**src/rtl/rsd_pkg.sv**
```systemverilog
// Shared definitions for the repeated-subtraction divider: default operand
// width and the controller state encoding.
package rsd_pkg;

    localparam int WIDTH = 16;

    typedef enum logic [1:0] {
        IDLE   = 2'd0,
        LOAD_B = 2'd1,
        SUB    = 2'd2,
        DONE   = 2'd3
    } state_e;

endpackage

```
**src/rtl/rsd_controller.sv**
```systemverilog
// Control FSM for the repeated-subtraction divider. It issues load, subtract
// and counter strobes to the datapath and decodes busy/done from the state.
module rsd_controller
    import rsd_pkg::*;
(
    input  logic clk,
    input  logic rst,
    input  logic start,
    input  logic a_ge_b,
    input  logic b_zero,
    output logic ld_a,
    output logic ld_b,
    output logic sub_en,
    output logic clr_cnt,
    output logic inc_cnt,
    output logic set_dbz,
    output logic busy,
    output logic done
);

    state_e state_q;
    state_e state_d;

    // NOTE: sequential state uses non-blocking assignments so every register
    // samples the pre-edge values of its neighbours, independent of block order.
    always_ff @(posedge clk or posedge rst) begin
        if (rst) begin
            state_q <= IDLE;
        end else begin
            state_q <= state_d;
        end
    end

    // NOTE: every output gets a default before the case statement; a missing
    // assignment on any path would otherwise infer a latch.
    always_comb begin
        state_d = state_q;
        ld_a    = 1'b0;
        ld_b    = 1'b0;
        sub_en  = 1'b0;
        clr_cnt = 1'b0;
        inc_cnt = 1'b0;
        set_dbz = 1'b0;
        busy    = 1'b0;
        done    = 1'b0;

        unique case (state_q)
            IDLE: begin
                if (start) begin
                    ld_a    = 1'b1;
                    clr_cnt = 1'b1;
                    state_d = LOAD_B;
                end
            end
            LOAD_B: begin
                busy    = 1'b1;
                ld_b    = 1'b1;
                state_d = SUB;
            end
            SUB: begin
                busy = 1'b1;
                // Divide-by-zero is tested first so a zero divisor never loops.
                if (b_zero) begin
                    set_dbz = 1'b1;
                    state_d = DONE;
                end else if (a_ge_b) begin
                    sub_en  = 1'b1;
                    inc_cnt = 1'b1;
                end else begin
                    state_d = DONE;
                end
            end
            DONE: begin
                done = 1'b1;
                if (start) begin
                    ld_a    = 1'b1;
                    clr_cnt = 1'b1;
                    state_d = LOAD_B;
                end
            end
            default: state_d = IDLE;
        endcase
    end

endmodule

```
**src/rtl/repeated_subtraction_divider.sv**
```systemverilog
// Unsigned divider by repeated subtraction: dividend then divisor arrive on
// data_in in consecutive cycles; one subtract and one quotient increment per clock.
module repeated_subtraction_divider
    import rsd_pkg::*;
#(
    parameter int WIDTH = rsd_pkg::WIDTH
) (
    input  logic             clk,
    input  logic             rst,
    input  logic             start,
    input  logic [WIDTH-1:0] data_in,
    output logic [WIDTH-1:0] quotient,
    output logic [WIDTH-1:0] remainder,
    output logic             busy,
    output logic             done,
    output logic             div_by_zero
);

    logic [WIDTH-1:0] a_q, a_d;
    logic [WIDTH-1:0] b_q, b_d;
    logic [WIDTH-1:0] cnt_q, cnt_d;
    logic             dbz_q, dbz_d;

    logic ld_a, ld_b, sub_en, clr_cnt, inc_cnt, set_dbz;
    logic a_ge_b, b_zero;

    assign a_ge_b = (a_q >= b_q);
    assign b_zero = (b_q == '0);

    rsd_controller u_ctrl (
        .clk     (clk),
        .rst     (rst),
        .start   (start),
        .a_ge_b  (a_ge_b),
        .b_zero  (b_zero),
        .ld_a    (ld_a),
        .ld_b    (ld_b),
        .sub_en  (sub_en),
        .clr_cnt (clr_cnt),
        .inc_cnt (inc_cnt),
        .set_dbz (set_dbz),
        .busy    (busy),
        .done    (done)
    );

    always_comb begin
        a_d   = a_q;
        b_d   = b_q;
        cnt_d = cnt_q;
        dbz_d = dbz_q;

        if (ld_a)    a_d = data_in;
        if (ld_b)    b_d = data_in;
        // Only issued when A >= B, so the subtraction cannot underflow.
        if (sub_en)  a_d = a_q - b_q;
        if (clr_cnt) begin
            cnt_d = '0;
            dbz_d = 1'b0;
        end
        if (inc_cnt) cnt_d = cnt_q + 1'b1;
        if (set_dbz) begin
            cnt_d = '1;
            dbz_d = 1'b1;
        end
    end

    always_ff @(posedge clk or posedge rst) begin
        if (rst) begin
            a_q   <= '0;
            b_q   <= '0;
            cnt_q <= '0;
            dbz_q <= 1'b0;
        end else begin
            a_q   <= a_d;
            b_q   <= b_d;
            cnt_q <= cnt_d;
            dbz_q <= dbz_d;
        end
    end

    assign quotient    = cnt_q;
    assign remainder   = a_q;
    assign div_by_zero = dbz_q;

endmodule

```
**config.mk**
```make
export PLATFORM = sky130hd
export DESIGN_NAME = repeated_subtraction_divider
export DESIGN_NICKNAME = d
export VERILOG_FILES = /design/src/rtl/rsd_pkg.sv /design/src/rtl/rsd_controller.sv /design/src/rtl/repeated_subtraction_divider.sv
export SDC_FILE = /design/constraint.sdc
export NUM_CORES = 1
export LEC_CHECK = 0
export BUFFER_PORTS_ARGS = -buffer_cell sky130_fd_sc_hd__buf_2
export CORE_MARGIN = 3
export CORE_UTILIZATION = 60
export DETAILED_ROUTE_END_ITERATION = 10
export HOLD_SLACK_MARGIN = 0.12
export PLACE_DENSITY = 0.84
export SLEW_MARGIN = 10
export SYNTH_ARGS = -nofsm -noshare
export SYNTH_HDL_FRONTEND = slang
export SYNTH_SLANG_ARGS = --single-unit
```
**constraint.sdc**
```tcl
create_clock -name clk -period 7.85 [get_ports clk]
set_input_delay 1.1775 -clock clk [delete_from_list [all_inputs] [get_ports clk]]
set_output_delay 1.1775 -clock clk [all_outputs]
set_load 0.02 [all_outputs]
```
After elaboration in Yosys (flattened, before gate mapping):

Cells that the tools add are included.

* $lt $le $gt $ge: 1
* $add $sub $neg: 2
* equality and inequality tests: 5
* reduce and logical (&&, ||, !) cells: 8
* mux-type cells: 21

Operators with widths (count)
* $mux W16: 5
* $add A16 B1 Y16 const B: 1
* $ge A16 B16 Y1: 1
* $logic_not A16 Y1: 1
* $sub A16 B16 Y16: 1
* $mux W1: 12
* $mux W2: 3
* $pmux W2 S3: 1
* $eq A2 B2 Y1 const B: 2
* $reduce_bool A2 Y1: 2
* $reduce_or A2 Y1: 2
* $ne A3 B3 Y1 const B: 1
* $reduce_bool A3 Y1: 1
* $eq A2 B1 Y1 const B: 1
* $logic_not A2 Y1: 1
* $ne A2 B1 Y1 const B: 1
* $reduce_and A2 Y1: 1

* flip-flop bits (word level): 51
* bits of input ports: 19
* word-level logic and storage cells: 42
* output and inout bits: 35

Logic depth before layout (Yosys ltp):

Gate-level depths: netlist (run 1).

* word-level depth: 6
* gate-level depth with buffers: 10
* gate-level depth less buffers: 9

Hierarchy:

From an unflattened synthesis (run 1), not the netlist that was laid out.

* cells, all modules: 378
* area total of the unflattened synthesis: 3313.2 um^2

Modules (own cells, without submodules)
* repeated_subtraction_divider: sequential area each 1226.2 um^2, instances 1, cells an instance 357, area each 3111.7 um^2
* rsd_controller: sequential area each 50.0 um^2, instances 1, cells an instance 21, area each 201.4 um^2

Worst setup path before layout (run 1):

OpenSTA, ideal clock, no wires.

* path type: register to register
* start: register a_q[0] (netlist: remainder[0])
* end: register cnt_q[13] (netlist: quotient[13])
* cell stages (with the launch flop): 10
* required time: 7.726 ns
* path buffers: 0
* clock period less this slack: 2.616 ns
* arrival: 2.492 ns
* slack: 5.234 ns
* library setup time: 0.124 ns
* cell sequence: dfrtp_1 inv_1 ha_1 fa_1 nand2b_1 a21oi_4 o211ai_4 a31oi_4 mux2_1 a211o_1

* longest elaborated chain between the ends: 6
* elaborated cells between the ends (all ways): 7
* classes of those cells: order compare (1); mux (5); reduce/logical (1)

Ends and longest elaborated chain
* from (decl): RTL line repeated_subtraction_divider.sv:19 `logic [WIDTH-1:0] a_q, a_d;`
* from (signal assigned): RTL line repeated_subtraction_divider.sv:69 `a_q <= '0;`
* from (signal assigned): RTL line repeated_subtraction_divider.sv:74 `a_q <= a_d;`
* $ge A16 B16 Y1 *: RTL line repeated_subtraction_divider.sv:27 `assign a_ge_b = (a_q >= b_q);`
* $mux W1 *: RTL line rsd_controller.sv:66 `end else if (a_ge_b) begin`
* $mux W1 *: RTL line rsd_controller.sv:63 `if (b_zero) begin`
* $mux W1 *: RTL line rsd_controller.sv:47 `unique case (state_q)`
* $mux W16: RTL line repeated_subtraction_divider.sv:60 `if (inc_cnt) cnt_d = cnt_q + 1'b1;`
* $mux W16: RTL line repeated_subtraction_divider.sv:61 `if (set_dbz) begin`
* to (signal assigned): RTL line repeated_subtraction_divider.sv:76 `cnt_q <= cnt_d;`
* to (decl): RTL line repeated_subtraction_divider.sv:21 `logic [WIDTH-1:0] cnt_q, cnt_d;`

Mark *: on every way between the ends. The rest lies on a longest branch, timed or not.
A chain may end at the register's enable or synchronous reset.

Worst setup path after layout (run 1):

* start: register a_q[0] (netlist: remainder[0])
* end: register cnt_q[1] (netlist: quotient[1])

The elaborated chain is that of the path after synthesis.

==> impl_metrics.json, run 1 <==
{
  "diodes": 0,
  "tightestPinTransition_ns": 1.160,
  "syn_area_mm2": 0.003448,
  "antenna_left": 0,
  "cts-hold-fix-buffers": 0,
  "timing.rr.start": "remainder[0]",
  "hpwlAfterDp_mm": 5.641,
  "fin_tns_setup_ns": 0,
  "irDropWorstVdd_uv": 323.0,
  "r2r_setup_slack_ns": 4.67,
  "place.gp.congestion": 0.8368,
  "drive_gt1_frac": 0.2048,
  "post_drt_via_cell_ratio": 6.110,
  "boundaryPins": 54,
  "power_mw": 1.820,
  "clk_path_buf_depth": 2,
  "avgRoutedWirePerCell_um": 15.92,
  "r2r_cells": 10,
  "period_share": 0.4048,
  "rows": 26,
  "area_growth_pct": 9.398,
  "holdWs_ns": 0.4910,
  "worstPathArrival_ns": 3.37,
  "synth.net_count": 416,
  "postCtsSetupBuffers": 0,
  "fp.dieArea_mm2": 0.006693,
  "hold_start": "div_by_zero",
  "dp.cells": 484,
  "worstHoldEndpoint": "div_by_zero",
  "die_x_um": 81.81,
  "final_nets": 461,
  "finClkSkew_ns": 0.004565,
  "yosysWarnings": 0,
  "synth_area_leaders": "dfrtp_1, ha_1, nand2_1",
  "seq_area_mm2": 0.001276,
  "grt_overflow_total": 0,
  "grt_util_all_layers": 0.2486,
  "cts_num_sinks": 51,
  "multi_input_area_mm2": 0.001939,
  "cts_buffers": 5,
  "timing.final.max_slew_violations": 0,
  "yosys.area.top_type": "dfrtp_1",
  "slew_headroom": 0.2241,
  "num_vias": 2994,
  "yosys.cell_count.top_type": "dfrtp_1",
  "power_density_mw_per_mm2": 482.5,
  "drt-initial-drc-count": 173,
  "final_cells": 490,
  "synth_edf_count": 0,
  "min_path_cells": 2,
  "finalCriticalPeriod_ns": 3.177,
  "drc_errors": 0,
  "avgSynthCellArea_um2": 9.171,
  "routed_wl_mm": 7.803,
  "first_global_vias": 2859,
  "fill_cells": 436,
  "rsz0062_at_grt": "no",
  "crit_required_ns": 8.04,
  "r2r_end": "quotient[1]",
  "die_h_um": 81.81,
  "async_flop_share": 1.000,
  "h-tree-depth": 2,
  "drv_cap": 0,
  "critPathLaunchType": "flip-flop",
  "clk_latency_ns": 0.30,
  "finalSetupViolCount": 0,
  "cts-root-buf": "clkbuf_8",
  "ctsResizeCount": 0,
  "synth.distinct_cells": 59,
  "drt_first_pass_iters": 5,
  "cp-end-kind": "flip-flop",
  "grt_pass1_wl_mm": 13.16,
  "cts_tree": "done",
  "path_class": "flip-flop to flip-flop",
  "grt_max_degree": 52,
  "clk_pin_slew_ns": 0.09,
  "p_leak_nw": 1.802,
  "cp_max_fo": 24,
  "initial_core_util": 0.6463,
  "status": "finished, final reports clean",
  "hold_class": "flip-flop to flip-flop",
  "yosysSeqAreaShare": 0.3701,
  "ys.flop_type": "dfrtp_1",
  "antenna_found_initial": 0,
  "finalHoldViolations": 0,
  "yosys-top-cells-count": "dfrtp_1, nand2_1, inv_1",
  "syn_inst": 376,
  "io_buffer_count": 53,
  "fmax_mhz": 314.7,
  "ys_ff_latch": 51,
  "core_mm2": 0.005335,
  "synth_top_cell_area_share": 0.3701
}
logic make-up after synthesis:
logic type / Yosys count / synth area share
mux: 12 / 0.03628
flops: 51 / 0.3701
compound gates: 117 / 0.2475
buf+inv: 48 / 0.06749
simple gates: 118 / 0.1774
fa+ha+maj: 21 / 0.07837
xor+xnor: 9 / 0.02286
cells in the final DEF (no fill, tap or decap), drive strengths merged, types with 3 or more instances in the layout:
cell,n
and2,6
nor2,11
a311o,3
mux2i,8
nand2b,5
buf,55
a31oi,11
nand3,22
o21ai,32
a31o,4
xnor2,7
nor4,5
a21o,4
mux2,4
ha,20
o211ai,7
clkbuf,6
a21oi,30
inv,31
dfrtp,51
a211oi,9
nand4,7
and3,3
nand2,41
or3,9
a211o,3
report_power, final:
part / total (mW) / internal, mW / leakage [nW] / switching, mW
sequential: 0.433 / 0.359 / 0.647 / 0.0740
clock: 0.142 / 0.0597 / 0.0371 / 0.0824
combinational: 1.24 / 0.475 / 1.12 / 0.770
state kept, by name, summed over array words and instances (netlist names):
signal          count
remainder          16
div_by_zero         1
quotient           16
b_q                16
u_ctrl.state_q      2
cell type report:
cell class	instances	share of cell area
sequential	51	0.3383
inverter	31	0.03085
multi-input combinational	277	0.5141
tap	70	0.02322
clock buffer	6	0.01924
timing repair buffer	55	0.07430
worst max-delay path: stages, from the launching register on:
cell	delay, ns
dfrtp_1	0.37
inv_1	0.05
ha_1	0.21
fa_1	0.38
nand2b_1	0.22
a21oi_4	0.24
o211ai_4	0.15
a311oi_4	0.64
buf_4	0.42
nor2_2	0.07
a221o_1	0.32
worst max path at each step:
| stage | start | end | slack [ns] | depth (start not counted) |
|---|---|---|---|---|
| after floorplan | remainder[0] | quotient[13] | 5.23 | 9 |
| after global placement | remainder[0] | quotient[1] | 4.81 | 10 |
| after detailed placement | b_q[0] | quotient[1] | 4.71 | 9 |
| after CTS | b_q[0] | quotient[1] | 4.70 | 9 |
| after global routing | remainder[0] | quotient[1] | 4.51 | 10 |
| final | remainder[0] | quotient[1] | 4.67 | 10 |
routing by layer:
| layer | routed length [um] | track usage |
|---|---|---|
| met1 | 3611 | 0.3406 |
| met2 | 3683 | 0.4128 |
| met4 | 98 | 0.06977 |
| met3 | 409 | 0.03289 |
| met5 | 0 | 0 |
per-stage QoR:
stage,utilization,cell area (um2),worst slack (ns)
3_3_place_gp,0.6935,3700,4.810
5_1_grt,0.7071,3772,4.514
3_5_place_dp,0.6935,3700,4.711
2_1_floorplan,-,3448,5.234
6_report,0.7071,3772,4.673
4_1_cts,0.7071,3772,4.703
(Power assumes the default switching activity.)
==> run 2, diff against run 1 <==
Settings changed: CORE_UTILIZATION 60 to 52, PLACE_DENSITY 0.84 to 0.77.
Clock period 7.85 ns to 2.85 ns, I/O delays scaled along.
==> impl_metrics.json, run 2 (synthesis results as in run 1) <==
{
  "cts_tree": "done",
  "power_frac_seq": 0.235,
  "layout_commonest_cell": "buf_2",
  "status": "finished, final reports clean",
  "post-place-ws_ns": 0.2357,
  "clk_path_buf_depth": 2,
  "path_class": "flip-flop to flip-flop",
  "drt-initial-drc-count": 104,
  "fmax_mhz": 381.4,
  "antenna_left": 0,
  "layout_setup_ws_ns": 0.2283,
  "area_growth_pct": 12.12,
  "fin_tns_setup_ns": 0,
  "final_cell_mix": "buf_2, dfrtp_1, nand2_1",
  "final_nets": 469,
  "io_buffer_count": 53,
  "critPathLaunchType": "flip-flop",
  "p_clk_frac": 0.083,
  "finalCriticalPeriod_ns": 2.622,
  "routed_wl_mm": 8.002,
  "die_h_um": 87.44,
  "irDropWorstVdd_uv": 767.0,
  "power_density_mw_per_mm2": 1314,
  "cp_max_fo": 24,
  "initial_core_util": 0.5400,
  "grt_pass1_wl_mm": 13.65,
  "crit_required_ns": 3.10,
  "hpwlAfterDp_mm": 5.951,
  "die_x_um": 87.44,
  "finish.utilization": 0.6054,
  "worstPathArrival_ns": 2.88,
  "cts-hold-fix-buffers": 0,
  "drt_first_pass_iters": 4,
  "core_mm2": 0.006386,
  "cp-end-kind": "flip-flop",
  "rows": 29,
  "diodes": 0,
  "clk_latency_ns": 0.31,
  "first_global_vias": 2917,
  "placed_cell_area_mm2": 0.003781,
  "cts_num_sinks": 51,
  "place.gp.congestion": 0.8340,
  "antenna_found_initial": 0,
  "finClkSkew_ns": 0.01045,
  "holdWs_ns": 0.1380,
  "cts-root-buf": "clkbuf_8",
  "post_drt_via_cell_ratio": 5.864,
  "drc_errors": 0,
  "fp.dieArea_mm2": 0.007645,
  "timing.final.max_slew_violations": 0,
  "grt_util_all_layers": 0.2237,
  "finalSetupViolCount": 0,
  "grt_max_degree": 33,
  "drv_cap": 0,
  "p_sw_mw": 2.561,
  "final_area_mm2": 0.003866,
  "swShare": 0.5041,
  "clk_pin_slew_ns": 0.10,
  "cts_buffers": 5,
  "intPower_mw": 2.520,
  "slew_headroom": 0.6554,
  "hold_class": "primary input to asynchronous set/reset pin",
  "drive_gt1_frac": 0.2233,
  "p_leak_nw": 1.850,
  "rsz0062_at_grt": "no",
  "h-tree-depth": 2,
  "tightestPinTransition_ns": 0.5162,
  "finalHoldViolations": 0,
  "power.combinational.fraction": 0.682,
  "postCtsSetupBuffers": 0,
  "boundaryPins": 54,
  "ctsResizeCount": 0,
  "grt_overflow_total": 0,
  "avgRoutedWirePerCell_um": 15.78,
  "num_vias": 2973,
  "period_share": 0.9199
}
run 2: path summary, 6_finish.rpt:
path / slack (ns) / to / start / cells past startpoint
worst max-delay path: 0.23 / quotient[15] / remainder[0] / 9
worst min-delay path: 0.14 / b_q[15] / rst / 2
worst max register to register: 0.23 / quotient[15] / remainder[0] / 9
worst min register to register: 0.48 / div_by_zero / div_by_zero / 2
max in group asynchronous: 1.95 / remainder[12] / rst / 3
min in group clk: 0.34 / b_q[14] / data_in[14] / 3
run 2: metrics by stage:
stage          cells  total power [mW]
6_report         507             5.082
5_1_grt          507             5.552
4_1_cts          507             5.092
3_5_place_dp     499             4.644
3_3_place_gp     499             4.562
2_1_floorplan    376             3.949
run 2: final cells by class:
class / count / area [um2]
fillers: 586 / 2520
multi-input cells: 277 / 1939
flip-flops and latches: 51 / 1276
repair buffers: 63 / 352.8
inverters: 31 / 116.4
well taps: 77 / 96.34
clock buffers: 6 / 72.57
clock inverters: 2 / 12.51
run 2: layer usage:
| layer | GRT usage | share of wire | up-vias |
|---|---|---|---|
| met5 | 0 | 0 | - |
| met3 | 0.02933 | 0.032 | 11 |
| met4 | 0.06137 | 0.018 | 0 |
| met2 | 0.3801 | 0.50 | 62 |
| met1 | 0.2984 | 0.45 | 1427 |
| li1 | - | - | 1473 |
run 2: power groups by stage:
| stage | Combinational (mW) | Clock, mW | Sequential [mW] |
|---|---|---|---|
| 2_1_floorplan | 2.64 | 0 | 1.31 |
| 3_3_place_gp | 3.37 | 0 | 1.19 |
| 3_5_place_dp | 3.44 | 0 | 1.20 |
| 4_1_cts | 3.47 | 0.430 | 1.19 |
| 5_1_grt | 3.87 | 0.456 | 1.23 |
| 6_report | 3.47 | 0.422 | 1.19 |
run 2: critical path, stage by stage, from the launching register on:
cell and delay, ns:
dfrtp_1 0.37, inv_1 0.05, ha_1 0.22, fa_1 0.38, nand2b_1 0.20, a21oi_4 0.24, o211ai_4 0.15, a31o_4 0.34
or4_1 0.52, nand3_1 0.09
==> run 3, diff against run 2 <==
Settings changed: PLACE_DENSITY 0.77 to 0.73, SLEW_MARGIN 10 to unset.
==> impl_metrics.json, run 3 (synthesis results as in run 1) <==
{
  "clk_pin_slew_ns": 0.09,
  "finalSetupViolCount": 0,
  "cts_num_sinks": 51,
  "initial_core_util": 0.5400,
  "place.gp.congestion": 0.8110,
  "finalCriticalPeriod_ns": 2.601,
  "ctsResizeCount": 0,
  "boundaryPins": 54,
  "final_cell_mix": "buf_2, dfrtp_1, nand2_1",
  "period_share": 0.9125,
  "antenna_found_initial": 0,
  "critPathLaunchType": "flip-flop",
  "dp.cells": 499,
  "finClkSkew_ns": 0.008029,
  "rows": 29,
  "grt_pass1_wl_mm": 13.30,
  "p_clk_frac": 0.091,
  "slew_headroom": 0.5518,
  "power_mw": 5.101,
  "fmax_mhz": 384.5,
  "irDropWorstVdd_uv": 758.3,
  "path_class": "flip-flop to flip-flop",
  "avgRoutedWirePerCell_um": 15.47,
  "cp-end-kind": "flip-flop",
  "fin_tns_setup_ns": 0,
  "timing.final.max_slew_violations": 0,
  "intPower_mw": 2.560,
  "drt_first_pass_iters": 4,
  "grt_util_all_layers": 0.2151,
  "die_h_um": 87.44,
  "drt-initial-drc-count": 107,
  "power_frac_seq": 0.232,
  "clk_latency_ns": 0.30,
  "drc_errors": 0,
  "postCtsSetupBuffers": 0,
  "finish.utilization": 0.6058,
  "crit_required_ns": 3.09,
  "final_nets": 469,
  "tightestPinTransition_ns": 0.6724,
  "rsz0062_at_grt": "no",
  "antenna_left": 0,
  "fill_cells": 583,
  "num_vias": 2985,
  "area_growth_pct": 12.19,
  "grt_overflow_total": 0,
  "placed_cell_area_mm2": 0.003769,
  "final_cells": 507,
  "fp.dieArea_mm2": 0.007645,
  "worstPathArrival_ns": 2.84,
  "power.combinational.fraction": 0.677,
  "die_x_um": 87.44,
  "core_mm2": 0.006386,
  "p_sw_mw": 2.541,
  "swShare": 0.4982,
  "routed_wl_mm": 7.841,
  "p_leak_nw": 1.857,
  "final_area_mm2": 0.003869,
  "finalHoldViolations": 0,
  "drive_gt1_frac": 0.2233,
  "io_buffer_count": 53,
  "drv_cap": 0,
  "layout_commonest_cell": "buf_2",
  "first_global_vias": 2832,
  "cp_max_fo": 24,
  "cts_buffers": 5,
  "cts-hold-fix-buffers": 0,
  "seq_area_mm2": 0.001276,
  "grt_max_degree": 52,
  "power_density_mw_per_mm2": 1319,
  "status": "finished, final reports clean",
  "h-tree-depth": 2,
  "cts-root-buf": "clkbuf_8",
  "post_drt_via_cell_ratio": 5.888,
  "hpwlAfterDp_mm": 5.739,
  "clk_path_buf_depth": 2,
  "diodes": 0,
  "cts_tree": "done",
  "hold_class": "primary input to asynchronous set/reset pin",
  "multi_input_area_mm2": 0.001939
}
[run 3: final cells by class]
cell class / instances / area share
Tap cell: 77 / 0.02490
Clock buffer: 8 / 0.02587
Timing Repair Buffer: 63 / 0.08797
Sequential cell: 51 / 0.3299
Multi-Input combinational cell: 277 / 0.5013
Inverter: 31 / 0.03008
[run 3: worst paths after layout]
path / startpoint / end / slack, ns / cells past startpoint
hold reg to reg: div_by_zero / div_by_zero / 0.48 / 2
min in group clk: data_in[1] / b_q[1] / 0.34 / 3
hold / removal: rst / remainder[1] / 0.30 / 3
max in group asynchronous: rst / remainder[14] / 2.11 / 3
setup / recovery: remainder[0] / quotient[15] / 0.25 / 9
setup reg to reg: remainder[0] / quotient[15] / 0.25 / 9
[run 3: power by group through the flow]
stage / Sequential, mW / Combinational (mW) / Clock, mW
after global placement: 1.19 / 3.37 / 0
after detailed placement: 1.20 / 3.43 / 0
after global routing: 1.23 / 3.85 / 0.499
final: 1.19 / 3.45 / 0.464
after floorplan: 1.31 / 2.64 / 0
after CTS: 1.19 / 3.45 / 0.474
[run 3: critical path, cell delays in order (launching register included)]
cell	delay, ns
dfrtp_1	0.37
inv_1	0.05
ha_1	0.21
fa_1	0.38
nand2b_1	0.20
a21oi_4	0.23
o211ai_4	0.15
a31o_4	0.34
or4_1	0.52
nand3_1	0.09
[run 3: per-stage QoR]
| step | hold WS, ns | worst slack (ns) |
|---|---|---|
| floorplan | 0.5078 | 0.2341 |
| global placement | 0.4568 | 0.3127 |
| detailed placement | 0.4719 | 0.2345 |
| CTS | 0.3189 | 0.2332 |
| global route | 0.3499 | 0.06549 |
| finish | 0.3014 | 0.2493 |
[run 3: layer usage]
metal / vias to the layer above / track usage / wire length, um
met3: 4 / 0.02554 / 276
met2: 60 / 0.3596 / 3835
met4: 0 / 0.05021 / 36
met1: 1458 / 0.2972 / 3693
met5: - / 0 / 0
li1: 1463 / - / -
